--- src/rtl/booth_mult_ctrl_pkg.sv ---
// Shared definitions for the radix-2 Booth multiplier controller.
// Holds the state encodings, the default operand/counter widths shared with
// the multiplier datapath, the strobe bundle and the Moore output decoder.
package booth_mult_ctrl_pkg;

    localparam int unsigned BOOTH_WIDTH = 8;
    localparam int unsigned BOOTH_CNT_W = 4;
    localparam int unsigned STATE_W     = 3;

    typedef enum logic [STATE_W-1:0] {
        ST_IDLE  = 3'd0,
        ST_INIT  = 3'd1,
        ST_EVAL  = 3'd2,
        ST_ARITH = 3'd3,
        ST_SHIFT = 3'd4,
        ST_DONE  = 3'd5
    } state_e;

    // Datapath strobe bundle driven by the controller
    typedef struct packed {
        logic ld_m;
        logic ld_q;
        logic clr_a;
        logic clr_qm1;
        logic ld_a;
        logic sub;
        logic shift;
        logic busy;
        logic done;
    } ctrl_out_t;

    // Moore decode of a state plus the latched add/sub select
    function automatic ctrl_out_t decode_outputs(input state_e s, input logic op_sub);
        ctrl_out_t o;
        o = '0;
        case (s)
            ST_INIT: begin
                o.ld_m    = 1'b1;
                o.ld_q    = 1'b1;
                o.clr_a   = 1'b1;
                o.clr_qm1 = 1'b1;
                o.busy    = 1'b1;
            end
            ST_EVAL:  o.busy = 1'b1;
            ST_ARITH: begin
                o.ld_a = 1'b1;
                o.sub  = op_sub;
                o.busy = 1'b1;
            end
            ST_SHIFT: begin
                o.shift = 1'b1;
                o.busy  = 1'b1;
            end
            ST_DONE: begin
                o.done = 1'b1;
                o.busy = 1'b1;
            end
            default: o = '0;
        endcase
        return o;
    endfunction

endpackage

--- src/rtl/booth_mult_ctrl_if.sv ---
// Handshake/strobe bundle between the Booth controller and its datapath.
// master: controller side (samples go/q0/qm1, drives strobes, state, cnt).
// slave:  datapath / requester side.
interface booth_mult_ctrl_if
    import booth_mult_ctrl_pkg::*;
#(
    parameter int unsigned CNT_W = BOOTH_CNT_W
) ();

    logic               go;
    logic               q0;
    logic               qm1;
    logic               ld_m;
    logic               ld_q;
    logic               clr_a;
    logic               clr_qm1;
    logic               ld_a;
    logic               sub;
    logic               shift;
    logic               busy;
    logic               done;
    logic [STATE_W-1:0] state;
    logic [CNT_W-1:0]   cnt;

    modport master (
        input  go, q0, qm1,
        output ld_m, ld_q, clr_a, clr_qm1, ld_a, sub, shift, busy, done, state, cnt
    );

    modport slave (
        output go, q0, qm1,
        input  ld_m, ld_q, clr_a, clr_qm1, ld_a, sub, shift, busy, done, state, cnt
    );

endinterface

--- src/rtl/booth_bit_counter.sv ---
// Loadable down-counter tracking remaining Booth iterations.
// Ports: clk, rst (sync, active-high), load_i/load_val_i (parallel load),
//        dec_i (decrement by one), cnt_o (current value), is_one_o (cnt_o == 1).
// The decrementer is a ripple-borrow chain of half-subtractor cells.
module booth_bit_counter #(
    parameter int unsigned CNT_W = 4
) (
    input  logic             clk,
    input  logic             rst,
    input  logic             load_i,
    input  logic [CNT_W-1:0] load_val_i,
    input  logic             dec_i,
    output logic [CNT_W-1:0] cnt_o,
    output logic             is_one_o
);

    logic [CNT_W-1:0] cnt_q;
    logic [CNT_W-1:0] cnt_d;
    logic [CNT_W-1:0] dec_val;
    logic [CNT_W-1:0] borrow;

    assign borrow[0] = 1'b1;

    // Half-subtractor cell per bit: diff = a ^ bin, bout = ~a & bin
    for (genvar i = 0; i < CNT_W; i++) begin : g_dec
        assign dec_val[i] = cnt_q[i] ^ borrow[i];
        if (i < CNT_W - 1) begin : g_borrow
            assign borrow[i+1] = ~cnt_q[i] & borrow[i];
        end
    end

    always_comb begin
        cnt_d = cnt_q;
        if (load_i) begin
            cnt_d = load_val_i;
        end else if (dec_i) begin
            cnt_d = dec_val;
        end
    end

    always_ff @(posedge clk) begin
        if (rst) begin
            cnt_q <= '0;
        end else begin
            cnt_q <= cnt_d;
        end
    end

    assign cnt_o    = cnt_q;
    assign is_one_o = cnt_q[0] & ~(|cnt_q[CNT_W-1:1]);

endmodule

--- src/rtl/booth_mult_ctrl.sv ---
// Sequencing controller for the radix-2 Booth sequential multiplier.
// Ports: clk, rst (sync, active-high), bus (booth_mult_ctrl_if.master):
//   go/q0/qm1 in; ld_m, ld_q, clr_a, clr_qm1, ld_a, sub, shift, busy, done,
//   state (debug) and cnt (remaining iterations) out.
// Strobes are registered from the decoded next state, so they line up with
// the state register and have no combinational path from any input.
module booth_mult_ctrl
    import booth_mult_ctrl_pkg::*;
#(
    parameter int unsigned WIDTH = BOOTH_WIDTH,
    parameter int unsigned CNT_W = BOOTH_CNT_W
) (
    input  logic                  clk,
    input  logic                  rst,
    booth_mult_ctrl_if.master     bus
);

    state_e     state_q;
    state_e     state_d;
    logic       op_sub_q;
    logic       op_sub_d;
    ctrl_out_t  out_q;
    logic       cnt_load;
    logic       cnt_dec;
    logic       cnt_is_one;
    logic [CNT_W-1:0] cnt_val;

    booth_bit_counter #(
        .CNT_W (CNT_W)
    ) u_bit_counter (
        .clk        (clk),
        .rst        (rst),
        .load_i     (cnt_load),
        .load_val_i (CNT_W'(WIDTH)),
        .dec_i      (cnt_dec),
        .cnt_o      (cnt_val),
        .is_one_o   (cnt_is_one)
    );

    // Next-state logic and counter control
    always_comb begin
        state_d  = state_q;
        op_sub_d = op_sub_q;
        cnt_load = 1'b0;
        cnt_dec  = 1'b0;
        case (state_q)
            ST_IDLE: begin
                if (bus.go) begin
                    state_d = ST_INIT;
                end
            end
            ST_INIT: begin
                cnt_load = 1'b1;
                state_d  = ST_EVAL;
            end
            ST_EVAL: begin
                // Booth pair {Q0,Q-1}: 10 -> subtract, 01 -> add, else shift only
                case ({bus.q0, bus.qm1})
                    2'b10: begin
                        op_sub_d = 1'b1;
                        state_d  = ST_ARITH;
                    end
                    2'b01: begin
                        op_sub_d = 1'b0;
                        state_d  = ST_ARITH;
                    end
                    default: state_d = ST_SHIFT;
                endcase
            end
            ST_ARITH: state_d = ST_SHIFT;
            ST_SHIFT: begin
                cnt_dec = 1'b1;
                state_d = cnt_is_one ? ST_DONE : ST_EVAL;
            end
            ST_DONE:  state_d = ST_IDLE;
            default:  state_d = ST_IDLE;
        endcase
    end

    // State, op select and registered strobes
    always_ff @(posedge clk) begin
        if (rst) begin
            state_q  <= ST_IDLE;
            op_sub_q <= 1'b0;
            out_q    <= '0;
        end else begin
            state_q  <= state_d;
            op_sub_q <= op_sub_d;
            out_q    <= decode_outputs(state_d, op_sub_d);
        end
    end

    assign bus.ld_m    = out_q.ld_m;
    assign bus.ld_q    = out_q.ld_q;
    assign bus.clr_a   = out_q.clr_a;
    assign bus.clr_qm1 = out_q.clr_qm1;
    assign bus.ld_a    = out_q.ld_a;
    assign bus.sub     = out_q.sub;
    assign bus.shift   = out_q.shift;
    assign bus.busy    = out_q.busy;
    assign bus.done    = out_q.done;
    assign bus.state   = state_q;
    assign bus.cnt     = cnt_val;

endmodule

--- src/flat_wrapper.sv ---
// flat-port wrapper written by rule: the top's interface ports become plain ports
module booth_mult_ctrl_flat import booth_mult_ctrl_pkg::*;
#(
    parameter int unsigned WIDTH = BOOTH_WIDTH,
    parameter int unsigned CNT_W = BOOTH_CNT_W
)
  (clk, rst, bus_go, bus_q0, bus_qm1, bus_ld_m, bus_ld_q, bus_clr_a, bus_clr_qm1, bus_ld_a, bus_sub, bus_shift, bus_busy, bus_done, bus_state, bus_cnt);
  booth_mult_ctrl_if #(.CNT_W(CNT_W)) bus_i ();
  input  logic clk;
  input  logic rst;
  input wire logic [$bits(bus_i.go)-1:0] bus_go;
  input wire logic [$bits(bus_i.q0)-1:0] bus_q0;
  input wire logic [$bits(bus_i.qm1)-1:0] bus_qm1;
  output wire logic [$bits(bus_i.ld_m)-1:0] bus_ld_m;
  output wire logic [$bits(bus_i.ld_q)-1:0] bus_ld_q;
  output wire logic [$bits(bus_i.clr_a)-1:0] bus_clr_a;
  output wire logic [$bits(bus_i.clr_qm1)-1:0] bus_clr_qm1;
  output wire logic [$bits(bus_i.ld_a)-1:0] bus_ld_a;
  output wire logic [$bits(bus_i.sub)-1:0] bus_sub;
  output wire logic [$bits(bus_i.shift)-1:0] bus_shift;
  output wire logic [$bits(bus_i.busy)-1:0] bus_busy;
  output wire logic [$bits(bus_i.done)-1:0] bus_done;
  output wire logic [$bits(bus_i.state)-1:0] bus_state;
  output wire logic [$bits(bus_i.cnt)-1:0] bus_cnt;
  assign bus_i.go = bus_go;
  assign bus_i.q0 = bus_q0;
  assign bus_i.qm1 = bus_qm1;
  assign bus_ld_m = bus_i.ld_m;
  assign bus_ld_q = bus_i.ld_q;
  assign bus_clr_a = bus_i.clr_a;
  assign bus_clr_qm1 = bus_i.clr_qm1;
  assign bus_ld_a = bus_i.ld_a;
  assign bus_sub = bus_i.sub;
  assign bus_shift = bus_i.shift;
  assign bus_busy = bus_i.busy;
  assign bus_done = bus_i.done;
  assign bus_state = bus_i.state;
  assign bus_cnt = bus_i.cnt;
  booth_mult_ctrl #(.WIDTH(WIDTH), .CNT_W(CNT_W)) u_core (.clk(clk), .rst(rst), .bus(bus_i));
endmodule
--- config.mk ---
export PLATFORM = sky130hd
export DESIGN_NAME = booth_mult_ctrl_flat
export DESIGN_NICKNAME = d
export VERILOG_FILES = /design/src/rtl/booth_mult_ctrl_pkg.sv /design/src/rtl/booth_mult_ctrl_if.sv /design/src/rtl/booth_bit_counter.sv /design/src/rtl/booth_mult_ctrl.sv /design/src/flat_wrapper.sv
export SDC_FILE = /design/constraint.sdc
export NUM_CORES = 1
export LEC_CHECK = 0
export ABC_AREA = 1
export CAP_MARGIN = 5
export CORE_MARGIN = 4
export CORE_UTILIZATION = 43
export DETAILED_ROUTE_END_ITERATION = 10
export GPL_TIMING_DRIVEN = 0
export PLACE_DENSITY = 0.86
export SLEW_MARGIN = 30
export SYNTH_ARGS = -nofsm -noshare
export SYNTH_HDL_FRONTEND = slang
export SYNTH_SLANG_ARGS = --single-unit
export TNS_END_PERCENT = 1
--- constraint.sdc ---
create_clock -name clk -period 1.35 [get_ports clk]
set_input_delay 0.2025 -clock clk [delete_from_list [all_inputs] [get_ports clk]]
set_output_delay 0.2025 -clock clk [all_outputs]
set_load 0.01 [all_outputs]
==> results.toml <==
[sta]
worst-slew-pin-transition_ns = 0.275
report.final.setup_viol = 0
timing.final.crit_share = 0.942
timing.final.crit_period_ns = 1.27
maximum_clock_frequency_ghz = 0.786
maxSlewViolCount = 0
setup_total_negative_slack_ns = 0
maxSlewHeadroom = 0.816
rsz_0062_raised_after_global_routing = "false"
timing.final.ws_setup_ns = 0.0783
post_route_worst_hold_slack_ns = 0.514
clock-skew-final_ns = 0.00323
hold_viol_final = 0

[worst_hold_path]
worst_hold_path.num_cells = 2
min_from = "u_core.u_bit_counter.cnt_o[2]"
timing.hold.worst.class = "flop to flop"
hold_end = "u_core.u_bit_counter.cnt_o[2]"

[pwr]
switchingPower_uw = 279
seq_power_share = 0.470
power.leakage_nw = 0.568
clock_power_share = 0.312
internal_power_uw = 702
p_per_cell_area_mw_per_mm2 = 1090
comb_power_share = 0.218
switching_share = 0.285
vdd_ir_drop_max_mv = 0.673

[logic_synthesis]
yosys-top-cells-count = "sky130_fd_sc_hd__nand2_1 (16), sky130_fd_sc_hd__dfxtp_1 (14), sky130_fd_sc_hd__nor2_1 (12)"
syn-cell-area_sq_um = 638
synth_seq_cells = 14
number_of_warnings_issued_by_yosys = 0
synth_cell_types = 17
post_synth.cell_area_avg_sq_um = 7.78
post-synth-top-area-fraction = 0.439
synth.net_count = 90
synth.top_cells.by_area = "sky130_fd_sc_hd__dfxtp_1 (44%), sky130_fd_sc_hd__nand2_1 (9.4%), sky130_fd_sc_hd__nor2_1 (7.1%)"
mapped_cells = 82
synthArstFlopShare = 0
synth-main-ff-cell = "sky130_fd_sc_hd__dfxtp_1"
yosysMostFrequentCell = "sky130_fd_sc_hd__nand2_1"
synth_largest_area_cell = "sky130_fd_sc_hd__dfxtp_1"
synth-edff-count = 0
synth_seq_area_share = 0.439

[placement]
routabilityCongestion = 0.836
port_buffers = 20
post-dp-hpwl_um = 1090
instance_area_after_placement_sq_um = 857
dp_slack_ns = -0.251

[finish]
sequential_cell_area_sq_um = 283
final_core_utilization = 0.670
area_growth_pct = 41.8
final_design_area_no_fill_sq_um = 905
antenna-diode-count = 0
layout-drive-gt1-share = 0.189
multi_input_area_sq_um = 299
nNetsFinal = 115
number_of_fill_cells = 113

[floorplan]
floorplan.initialDensity = 0.473
horiz_die_dim_um = 46.5
chipHeight_um = 46.5
dieArea_sq_mm = 0.00216
design.core.area_sq_mm = 0.00135
placementRows = 13
design.portCount = 21

[cts]
ctsHtreeMaxLevel = 1
numCtsBuffers = 3
cts_sink_count = 14
tritoncts_clock_tree = "yes"
cts_post_setup_buffers_inserted = 0
insertion_delay_ns = 0.29
cts_root_buffer = "sky130_fd_sc_hd__clkbuf_4"
clkSlewWorstSetupHoldPaths_ns = 0.08
ctsLongestPathBuffers = 2

[routing]
initialDrtViolationCount = 15
finalWirelength_um = 1470
remaining_drc_errors = 0
vias = 598
route.detailed.vias_per_inst = 4.94
drt.antenna.violating_nets = 0
wl_per_cell_um = 12.2
drt-pass1-iter-count = 4

[worst_setup_path]
critPathMaxStageDelay_ns = 0.46
rr_worst_depth = 4
cells_along_the_critical_path = "clkdlybuf4s50_1 -> inv_1 -> ha_4 -> inv_1 -> nand4_1 -> nand2_1 -> nor2_1 -> nand2_1 -> nor2_1"
critPathLaunchType = "input port"
critical_path.reg2reg.startpoint = "u_core.u_bit_counter.cnt_o[0]"
timing.rr.end = "u_core.u_bit_counter.cnt_o[2]"
regToRegSetupSlack_ns = 0.13
criticalPathCategory = "input port to flop"
timing.critical_path.to_type = "flop"
timing.critical_path.arrival_ns = 1.50
worst-path-max-fanout = 3
critPathRequiredTime_ns = 1.58
slowest_stage_cell_crit_path = "sky130_fd_sc_hd__clkdlybuf4s50_1"

[global_routing]
overflow = 0
grt_antenna_before_repair = 0
met3_grt_util = 0.0234
grt_max_degree = 9
global_route.peak_usage_layer = "met2"
grt_pass1_vias = 549
met1_usage = 0.172
use_met2 = 0.247
gr-usage-all-layers = 0.151
grt_first_pass_wirelength_um = 2250

[outcome]
outcome = "finished, final reports clean"

[job]
max_cap_viol_count = 0
cell type report:
type                            instances  area share
Buffer                                  3      0.0249
Sequential cell                        14       0.313
Timing Repair Buffer                   20       0.217
Clock buffer                            4      0.0401
Multi-Input combinational cell         52       0.331
Tap cell                               15      0.0207
Inverter                               13      0.0539
power by group through the flow:
stage	combinational, mW	sequential, mW	clock, mW
detailed placement	0.225	0.470	0
CTS	0.212	0.461	0.306
floorplan	0.115	0.480	0
global placement	0.218	0.469	0
finish	0.214	0.461	0.306
global route	0.239	0.465	0.330
how the worst max path moves through the flow:
stage	cells past startpoint	start	slack, ns	to
after floorplan	4	u_core.u_bit_counter.cnt_o[0]	0.16	u_core.u_bit_counter.cnt_o[2]
after global placement	9	bus_qm1	-0.22	u_core.bus.shift
after detailed placement	9	bus_qm1	-0.25	u_core.bus.shift
after CTS	1	u_core.bus.ld_a	0.01	bus_ld_a
after global routing	9	bus_qm1	0.02	u_core.bus.shift
final	9	bus_qm1	0.08	u_core.bus.shift
state kept, by name, indices dropped and copies added, names as in the netlist:
name,cells
u_core.bus.sub,1
u_core.bus.done,1
u_core.u_bit_counter.cnt_o,4
u_core.bus.shift,1
u_core.bus.busy,1
u_core.op_sub_q,1
u_core.bus.state,3
u_core.bus.clr_qm1,1
u_core.bus.ld_a,1
what timing repair did:
| action | CTS | global route |
|---|---|---|
| gates cloned | 0 | 0 |
| setup endpoints to repair | 11 | 9 |
| resized for setup | 13 | 6 |
| hold buffers | 0 | 0 |
worst max-delay path: cells and delay by family:
family / cells / cell delay [ns]
adder cells (fa/ha/maj): 1 / 0.28
buffers and inverters: 3 / 0.57
AND/OR/NAND/NOR: 5 / 0.45
routing by layer:
metal  wire [um]  vias up
li1            -      307
met2         712       22
met3          96        5
met1         623      264
met4          40        0
met5           0        -
per-stage QoR:
step | total power, mW | instances
after floorplan | 0.595 | 82
after global placement | 0.687 | 117
after detailed placement | 0.695 | 117
after CTS | 0.979 | 121
after global routing | 1.03 | 121
final | 0.982 | 121
cell usage in the layout, fill, tap and decap left out:
master,instances
sky130_fd_sc_hd__clkbuf_4,3
sky130_fd_sc_hd__nand2_1,16
sky130_fd_sc_hd__ha_1,2
sky130_fd_sc_hd__dfxtp_2,2
sky130_fd_sc_hd__nor2_4,2
sky130_fd_sc_hd__nand2_2,1
sky130_fd_sc_hd__clkbuf_8,1
sky130_fd_sc_hd__nand3_1,6
sky130_fd_sc_hd__buf_4,5
sky130_fd_sc_hd__a21oi_1,3
sky130_fd_sc_hd__dfxtp_1,12
sky130_fd_sc_hd__a211oi_1,2
sky130_fd_sc_hd__inv_1,10
sky130_fd_sc_hd__inv_2,3
sky130_fd_sc_hd__clkdlybuf4s50_1,4
sky130_fd_sc_hd__dlygate4sd2_1,9
sky130_fd_sc_hd__ha_4,1
sky130_fd_sc_hd__o211a_1,2
sky130_fd_sc_hd__o21ai_0,1
sky130_fd_sc_hd__nor2_1,12
sky130_fd_sc_hd__dlymetal6s2s_1,5
sky130_fd_sc_hd__nand4_1,2
sky130_fd_sc_hd__nor2_2,1
sky130_fd_sc_hd__nand2_4,1
kinds of logic after synthesis:
kind of cell,share of synthesized area
DFF,0.439
and+or+nand+nor,0.304
buffers and inverters,0.112
AOI/OAI and AO/OA,0.0863
adders and majority gates,0.0588
Note: power is estimated with default switching activity, not from simulation.
